[src/rtl/status_register_unit_if.sv]
// NZCV status bus between the EXE stage and the status register unit.
// master drives ALU flag sources and control; slave returns the status views.
interface status_register_unit_if #(
    parameter int WIDTH = 32
);
    logic [WIDTH-1:0] aluResult;
    logic             aluCarry;
    logic             aluOverflow;
    logic             shiftCarry;
    logic             isLogical;
    logic             sBit;
    logic             valid;
    logic             flush;
    logic             stall;
    logic             saveReq;
    logic             restoreReq;
    logic [3:0]       statusOut;
    logic [3:0]       savedStatusOut;
    logic             updated;

    modport master (
        output aluResult, aluCarry, aluOverflow, shiftCarry,
        output isLogical, sBit, valid, flush, stall,
        output saveReq, restoreReq,
        input  statusOut, savedStatusOut, updated
    );

    modport slave (
        input  aluResult, aluCarry, aluOverflow, shiftCarry,
        input  isLogical, sBit, valid, flush, stall,
        input  saveReq, restoreReq,
        output statusOut, savedStatusOut, updated
    );
endinterface

[src/rtl/status_register_unit.sv]
// NZCV writer: derives flags from the EXE result, holds CPSR and SPSR.
// Define STATUS_BYPASS_EN to forward next-edge CPSR onto statusOut.
module status_register_unit #(
    parameter int         WIDTH       = 32,
    parameter logic [3:0] RESET_FLAGS = 4'b0000
) (
    input logic                   clk,
    input logic                   rst,
    status_register_unit_if.slave bus
);
    logic [3:0] cpsr;
    logic [3:0] spsr;
    logic [3:0] cpsrNext;
    logic [3:0] spsrNext;
    logic [3:0] derived;
    logic       wr;
    logic       updatedQ;
    logic       updatedNext;

    // Logical ops keep V from the current CPSR.
    always_comb begin
        derived[3] = bus.aluResult[WIDTH-1];
        derived[2] = (bus.aluResult == '0);
        if (bus.isLogical) begin
            derived[1] = bus.shiftCarry;
            derived[0] = cpsr[0];
        end else begin
            derived[1] = bus.aluCarry;
            derived[0] = bus.aluOverflow;
        end
    end

    assign wr = bus.sBit & bus.valid & ~bus.flush & ~bus.stall;

    // Restore beats a same-edge write; save always captures the old CPSR.
    always_comb begin
        cpsrNext    = cpsr;
        spsrNext    = spsr;
        updatedNext = updatedQ;
        if (!bus.stall) begin
            if (bus.restoreReq) begin
                cpsrNext = spsr;
            end else if (wr) begin
                cpsrNext = derived;
            end
            if (bus.saveReq) begin
                spsrNext = cpsr;
            end
            updatedNext = (cpsrNext != cpsr);
        end
    end

    always_ff @(posedge clk or negedge rst) begin
        if (!rst) begin
            cpsr     <= RESET_FLAGS;
            spsr     <= RESET_FLAGS;
            updatedQ <= 1'b0;
        end else begin
            cpsr     <= cpsrNext;
            spsr     <= spsrNext;
            updatedQ <= updatedNext;
        end
    end

`ifdef STATUS_BYPASS_EN
    assign bus.statusOut = rst ? cpsrNext : RESET_FLAGS;
`else
    assign bus.statusOut = cpsr;
`endif

    assign bus.savedStatusOut = spsr;
    assign bus.updated        = updatedQ;
endmodule

[src/flat_wrapper.sv]
// flat-port wrapper written by rule: the top's interface ports become plain ports
module status_register_unit_flat 
#(
    parameter int         WIDTH       = 32,
    parameter logic [3:0] RESET_FLAGS = 4'b0000
)
  (clk, rst, bus_aluResult, bus_aluCarry, bus_aluOverflow, bus_shiftCarry, bus_isLogical, bus_sBit, bus_valid, bus_flush, bus_stall, bus_saveReq, bus_restoreReq, bus_statusOut, bus_savedStatusOut, bus_updated);
  status_register_unit_if #(.WIDTH(WIDTH)) bus_i ();
  input logic clk;
  input logic rst;
  input wire logic [$bits(bus_i.aluResult)-1:0] bus_aluResult;
  input wire logic [$bits(bus_i.aluCarry)-1:0] bus_aluCarry;
  input wire logic [$bits(bus_i.aluOverflow)-1:0] bus_aluOverflow;
  input wire logic [$bits(bus_i.shiftCarry)-1:0] bus_shiftCarry;
  input wire logic [$bits(bus_i.isLogical)-1:0] bus_isLogical;
  input wire logic [$bits(bus_i.sBit)-1:0] bus_sBit;
  input wire logic [$bits(bus_i.valid)-1:0] bus_valid;
  input wire logic [$bits(bus_i.flush)-1:0] bus_flush;
  input wire logic [$bits(bus_i.stall)-1:0] bus_stall;
  input wire logic [$bits(bus_i.saveReq)-1:0] bus_saveReq;
  input wire logic [$bits(bus_i.restoreReq)-1:0] bus_restoreReq;
  output wire logic [$bits(bus_i.statusOut)-1:0] bus_statusOut;
  output wire logic [$bits(bus_i.savedStatusOut)-1:0] bus_savedStatusOut;
  output wire logic [$bits(bus_i.updated)-1:0] bus_updated;
  assign bus_i.aluResult = bus_aluResult;
  assign bus_i.aluCarry = bus_aluCarry;
  assign bus_i.aluOverflow = bus_aluOverflow;
  assign bus_i.shiftCarry = bus_shiftCarry;
  assign bus_i.isLogical = bus_isLogical;
  assign bus_i.sBit = bus_sBit;
  assign bus_i.valid = bus_valid;
  assign bus_i.flush = bus_flush;
  assign bus_i.stall = bus_stall;
  assign bus_i.saveReq = bus_saveReq;
  assign bus_i.restoreReq = bus_restoreReq;
  assign bus_statusOut = bus_i.statusOut;
  assign bus_savedStatusOut = bus_i.savedStatusOut;
  assign bus_updated = bus_i.updated;
  status_register_unit #(.WIDTH(WIDTH), .RESET_FLAGS(RESET_FLAGS)) u_core (.clk(clk), .rst(rst), .bus(bus_i));
endmodule
[config.mk]
export PLATFORM = sky130hd
export DESIGN_NAME = status_register_unit_flat
export DESIGN_NICKNAME = d
export VERILOG_FILES = /design/src/rtl/status_register_unit_if.sv /design/src/rtl/status_register_unit.sv /design/src/flat_wrapper.sv
export SDC_FILE = /design/constraint.sdc
export NUM_CORES = 1
export LEC_CHECK = 0
export CAP_MARGIN = 0
export CORE_MARGIN = 10
export CORE_UTILIZATION = 30
export DETAILED_ROUTE_END_ITERATION = 8
export PLACE_DENSITY = 0.87
export RECOVER_POWER = 25
export SLEW_MARGIN = 20
export SYNTH_ARGS = -nofsm -noshare
export SYNTH_HDL_FRONTEND = slang
export SYNTH_SLANG_ARGS = --single-unit
[constraint.sdc]
create_clock -name clk -period 1.78 [get_ports clk]
set_input_delay 0.356 -clock clk [delete_from_list [all_inputs] [get_ports clk]]
set_output_delay 0.356 -clock clk [all_outputs]
set_load 0.02 [all_outputs]
# Word-level counts from Yosys, hierarchy flattened
# Index checks and enable logic that the tools add are counted.
[totals]
regBits = 9
in_bits = 44
out_inout_bits = 9
elab_cells = 15
[op_classes]
eq_ne = 1
muxes = 4
n_bitwise = 5
n_reduce_logical = 2
[ops]
columns = ["cell", "count"]
rows = [
  ["$logic_not 32->1", 1],
  ["$mux 4", 3],
  ["$ne 4x4->1", 1],
  ["$and 1x1->1", 3],
  ["$mux 2", 1],
  ["$not 1->1", 2],
  ["$reduce_and 2->1", 1],
]

# Longest topological paths before layout
[logic_depth]
depth_word = 7
mapped_depth = 6
mapped_depth_nobuf = 5

# Least setup slack after synthesis
# No wires, ideal clock.
[synth_path]
path_type = "reg-to-reg"
startpoint = "reg u_core.cpsr[0] (netlist: u_core.bus.statusOut[0])"
endpoint = "reg u_core.updatedQ (netlist: u_core.bus.updated)"
t_arrival_ns = 1.287
t_required_ns = 1.653
setup_slack_ns = 0.367
stages_incl_launch_ff = 6
cell_sequence = "dfrtp_1 -> xor2_1 -> nor3_1 -> a41oi_2 -> nor3_1 -> a21oi_1"
[synth_between]
elab_chain_cells = 5
[synth_rtl]
columns = ["item", "line_no", "source"]
rows = [
  ["start, declared", "status_register_unit.sv:11", "logic [3:0] cpsr;"],
  ["start signal, assigned", "status_register_unit.sv:59", "cpsr <= cpsrNext;"],
  ["$mux 2", "status_register_unit.sv:24", "if (bus.isLogical) begin"],
  ["$mux 4", "status_register_unit.sv:43", "end else if (wr) begin"],
  ["$mux 4", "status_register_unit.sv:41", "if (bus.restoreReq) begin"],
  ["$mux 4", "status_register_unit.sv:40", "if (!bus.stall) begin"],
  ["$ne 4x4->1 (*)", "status_register_unit.sv:49", "updatedNext = (cpsrNext != cpsr);"],
  ["end signal, assigned", "status_register_unit.sv:61", "updatedQ <= updatedNext;"],
  ["end, declared", "status_register_unit.sv:17", "logic updatedQ;"],
]
# Mark *: on every way between the ends. The rest lies on a longest branch, timed or not. The select of a mux whose other input is x is not followed.
# A chain may end at the register's enable or synchronous reset.

# Worst setup path in the final report
[layout_path]
startpoint = "reg u_core.cpsr[1] (netlist: u_core.bus.statusOut[1])"
endpoint = "out bus_statusOut[1]"
[layout_rtl]
columns = ["item", "line_no", "source"]
rows = [
  ["end, declared", "flat_wrapper.sv:22", "output wire logic [$bits(bus_i.statusOut)-1:0] bus_statusOut;"],
]
# No word-level cell between the ends.

==> results.txt <==
- Status: finished, final reports clean
* Clock network power share: 17.6%
- Initial antenna violation count: 0
- Clock-pin transition on the worst setup and hold timing paths: 0.06 ns
- In this run the count of I/O pins placed on the die edge is 53.
- Sequential fraction of the synthesis area: 37.3%
* R2R cell count: 5
- Data arrival, critical path: 1.34 ns
- For this run, global-route usage on met3 was measured as 3.26%.
- At the pin with the least slew margin, the transition time is 0.399 ns.
* Post-route standard cell area excluding fillers: 1210 µm²
- Global routing used 11.3% of the available tracks.
- Clock Skew: 0.00444 ns
* Post-synth design cell area: 604 µm²
- Antenna fix cells: 0
* Number of detailed-routing iterations run before antenna repair: 3
* Switching part of the total power: 33.3%
* Worst voltage drop across the vdd grid: 0.444 mV
- The floorplan step set the die width to 64.9 µm.
* Detailed placer's ending HPWL: 2210 µm
* Clock tree sinks: 9
* Top delay family on crit path: buffers and inverters
- The die covers 4210 µm².
- STA classifies the critical path startpoint as a flip-flop.
* Drt first-iter violations: 9
* Slowest library cell on the worst path: sky130_fd_sc_hd__clkdlybuf4s50_1
- Cell area after placement: 1180 µm²
* Pin count of the biggest net entering global routing: 10
- The number of hold buffers added after CTS was 0.
- Across the run, the number of max-cap violations was 0.
* TritonCTS clock tree: done
- Reg2reg setup slack: 0.35 ns
- In this run the standard cell core region covers 1940 µm².
- Global routing finished with a remaining overflow of 0.
- The clock passes through at most 2 buffers.
* Critical path endpoint category: output pin
- For this design the static power due to leakage is 0.483 nW.
- Once the clock tree was built, the resizer swapped 0 gates to a different size.
* Achievable clock frequency: 0.588 GHz
- After detailed routing, the total wire length is 2460 µm.
- Number of buffers and inverters on the critical path: 1
- Cell-internal power: 0.569 mW
* Cell count after synthesis: 64
- Of all nets on the critical path, the largest fanout is 5.
- Input and output buffers added on the ports amount to 52.
* First-pass GRT wire length: 3770 µm
- Setup repair after global routing missed its margin: false
- Synthesis-stage register bit count: 9
* Final setup violation count: 0
- Yosys printed 0 warnings.
- Total clock buffers created by CTS: 3
* Layout cells sized above 1: 10.6%
* Syn_area_per_cell: 9.44 µm²
- Type of the tightest min-delay check: primary input to asynchronous set/reset pin
- Traced cell by cell, the critical path runs through clkdlybuf4s50_1.
* GR peak layer: met2
- The final count of pins violating max slew is 0.
- Number of nets with antenna violations after detailed routing: 0
- For this run, the share of the core covered by cells in the final layout is 62.4%.
- Pwr dens: 704 nW/µm²
- Starting utilization of the core area: 31.1%
- Total number of vias: 706
- CTS built an H-tree with a depth of 1.
- Once the clock tree was built, the setup fixing pass inserted 0 buffers.
- Relative to the synthesized area, the layout overhead comes to 100%.
- The worst pin sits at a relative slew slack of 73.3%.
* GR met2 Demand/Resource: 23.2%
* Data required time of the critical path: 1.42 ns
* GR Util met1: 10.5%
* Switching pwr: 0.284 mW
- RR Startpoint: u_core.bus.statusOut[0]$_DFFE_PN0N_
- After layout, the worst path uses 95.5% of the clock period.
* Net total in the final layout: 168
* Clk_lat worst skew: 0.25 ns
- The finished layout holds 150 standard cells, fillers aside.
* Site Rows: 16
* Critical path type: flip-flop to output pin
- After filler insertion, the fill cell instance count of the layout stands at 167.
- Hold Vio Cnt, Final: 0
* Critical path's largest stage delay: 0.65 ns
* Chip height: 64.9 µm
- Net Count, Synth: 108
* Crit Reg-Reg Endpoint: u_core.bus.updated$_DFFE_PN0N_
- After detailed routing, the number of vias per cell comes to 4.71.
- Post-route DRC: 0
- Final routed wire length divided by cell count: 16.4 µm
- Netlist cell types: 23
- Buffer cell driving the clock tree root: sky130_fd_sc_hd__clkbuf_4
- Per report_power, the sequential group accounts for 35.7% of the total.
* Logic pwr share: 46.8%
- Post-placement cell count: 146
- At the end of routability-driven placement, the weighted congestion stood at 0.809.
* Crit path time final: 1.70 ns
- Vias in the first global route: 777
## routing by layer
layer	wire, µm	vias to the layer above
met5	0	-
met4	0	0
met3	99	0
met2	1480	13
met1	873	334
li1	-	359
## area by class of cell
type	instances	area [µm²]	share of cell area, %
tap	27	33.8	2.79
multi-input combinational	52	368	30.4
inverter	2	7.51	0.620
clock buffer	4	26.3	2.17
timing repair buffer	56	551	45.5
sequential	9	225	18.6
## worst reg2reg max path: stages, from the launching register on
cell and delay [ns]:
sky130_fd_sc_hd__dfrtp_1 0.44, sky130_fd_sc_hd__xor2_1 0.19, sky130_fd_sc_hd__nor3_1 0.24, sky130_fd_sc_hd__a41oi_2 0.15
sky130_fd_sc_hd__nor3_1 0.21, sky130_fd_sc_hd__a21oi_1 0.08
## cells by family after synthesis
group | count (synthesis) | synth area share (%)
and+or+nand+nor | 27 | 26.5
AOI/OAI and AO/OA | 12 | 13.7
DFF | 9 | 37.3
xor gates and xnor gates | 8 | 11.6
muxes | 5 | 9.11
buffers and inverters | 3 | 1.86
## sequential cells by signal, indices dropped and copies added (netlist names)
register and count:
u_core.bus.statusOut 4, u_core.bus.updated 1, u_core.bus.savedStatusOut 4
## power groups by stage
stage          Combinational [mW]  Clock [mW]  Sequential, mW
2_1_floorplan               0.122           0           0.352
3_3_place_gp                0.397           0           0.302
3_5_place_dp                0.404           0           0.307
4_1_cts                     0.406       0.156           0.305
5_1_grt                     0.427       0.178           0.311
6_report                    0.399       0.150           0.304
## stage by stage
step                      TNS [ns]  hold WS [ns]  total power, mW  setup WS [ns]
after floorplan                  0        0.0604            0.474          0.367
after global placement           0         0.546            0.699       0.000135
after detailed placement   -0.0613         0.577            0.711        -0.0613
after CTS                        0         0.402            0.867         0.0665
after global routing             0         0.483            0.916         0.0200
final                            0         0.462            0.853         0.0801
## cell usage after synthesis
master	n	area, µm²
sky130_fd_sc_hd__dfrtp_1	9	225
sky130_fd_sc_hd__nor4_1	8	50.1
sky130_fd_sc_hd__nand2_1	7	26.3
sky130_fd_sc_hd__mux2_2	4	45.0
sky130_fd_sc_hd__nor2_1	4	15.0
sky130_fd_sc_hd__xnor2_1	4	35.0
sky130_fd_sc_hd__xor2_1	4	35.0
sky130_fd_sc_hd__a21oi_1	3	15.0
sky130_fd_sc_hd__nor3_1	3	15.0
sky130_fd_sc_hd__o21ai_0	3	15.0
sky130_fd_sc_hd__inv_1	2	7.51
sky130_fd_sc_hd__nand4_1	2	12.5
sky130_fd_sc_hd__a31oi_1	1	6.26
sky130_fd_sc_hd__a32oi_1	1	8.76
sky130_fd_sc_hd__a41oi_2	1	16.3
sky130_fd_sc_hd__and2_1	1	6.26
sky130_fd_sc_hd__clkbuf_1	1	3.75
sky130_fd_sc_hd__mux2i_1	1	10.0
sky130_fd_sc_hd__nand4bb_4	1	27.5
sky130_fd_sc_hd__nor3b_1	1	7.51
sky130_fd_sc_hd__o21ai_1	1	5.00
sky130_fd_sc_hd__o22ai_1	1	6.26
sky130_fd_sc_hd__o311a_1	1	10.0
## placed cells by master, fill, tap and decap left out, drive strengths merged
cell	count
inv	2
clkdlybuf4s50	51
mux2i	1
xnor2	4
a31oi	1
nand2	7
nand4	2
a32oi	1
nor3b	1
o311a	1
a41oi	1
a21oi	3
o22ai	1
clkbuf	4
and2	1
nand4bb	1
nor2	4
nor4	8
dfrtp	9
o21ai	4
xor2	4
nor3	3
dlygate4sd3	1
buf	4
mux2	4
## how the worst max path moves through the flow
| stage | from | end | slack [ns] | cells after the start |
|---|---|---|---|---|
| after floorplan | u_core.bus.statusOut[0]$_DFFE_PN0N_ | u_core.bus.updated$_DFFE_PN0N_ | 0.37 | 5 |
| after global placement | bus_stall | u_core.bus.updated$_DFFE_PN0N_ | 0.0001 | 6 |
| after detailed placement | bus_stall | u_core.bus.updated$_DFFE_PN0N_ | -0.06 | 6 |
| after CTS | u_core.bus.statusOut[1]$_DFFE_PN0N_ | bus_statusOut[1] | 0.07 | 1 |
| after global routing | u_core.bus.statusOut[1]$_DFFE_PN0N_ | bus_statusOut[1] | 0.02 | 1 |
| final | u_core.bus.statusOut[1]$_DFFE_PN0N_ | bus_statusOut[1] | 0.08 | 1 |
Power figures use the tool's default switching activity.
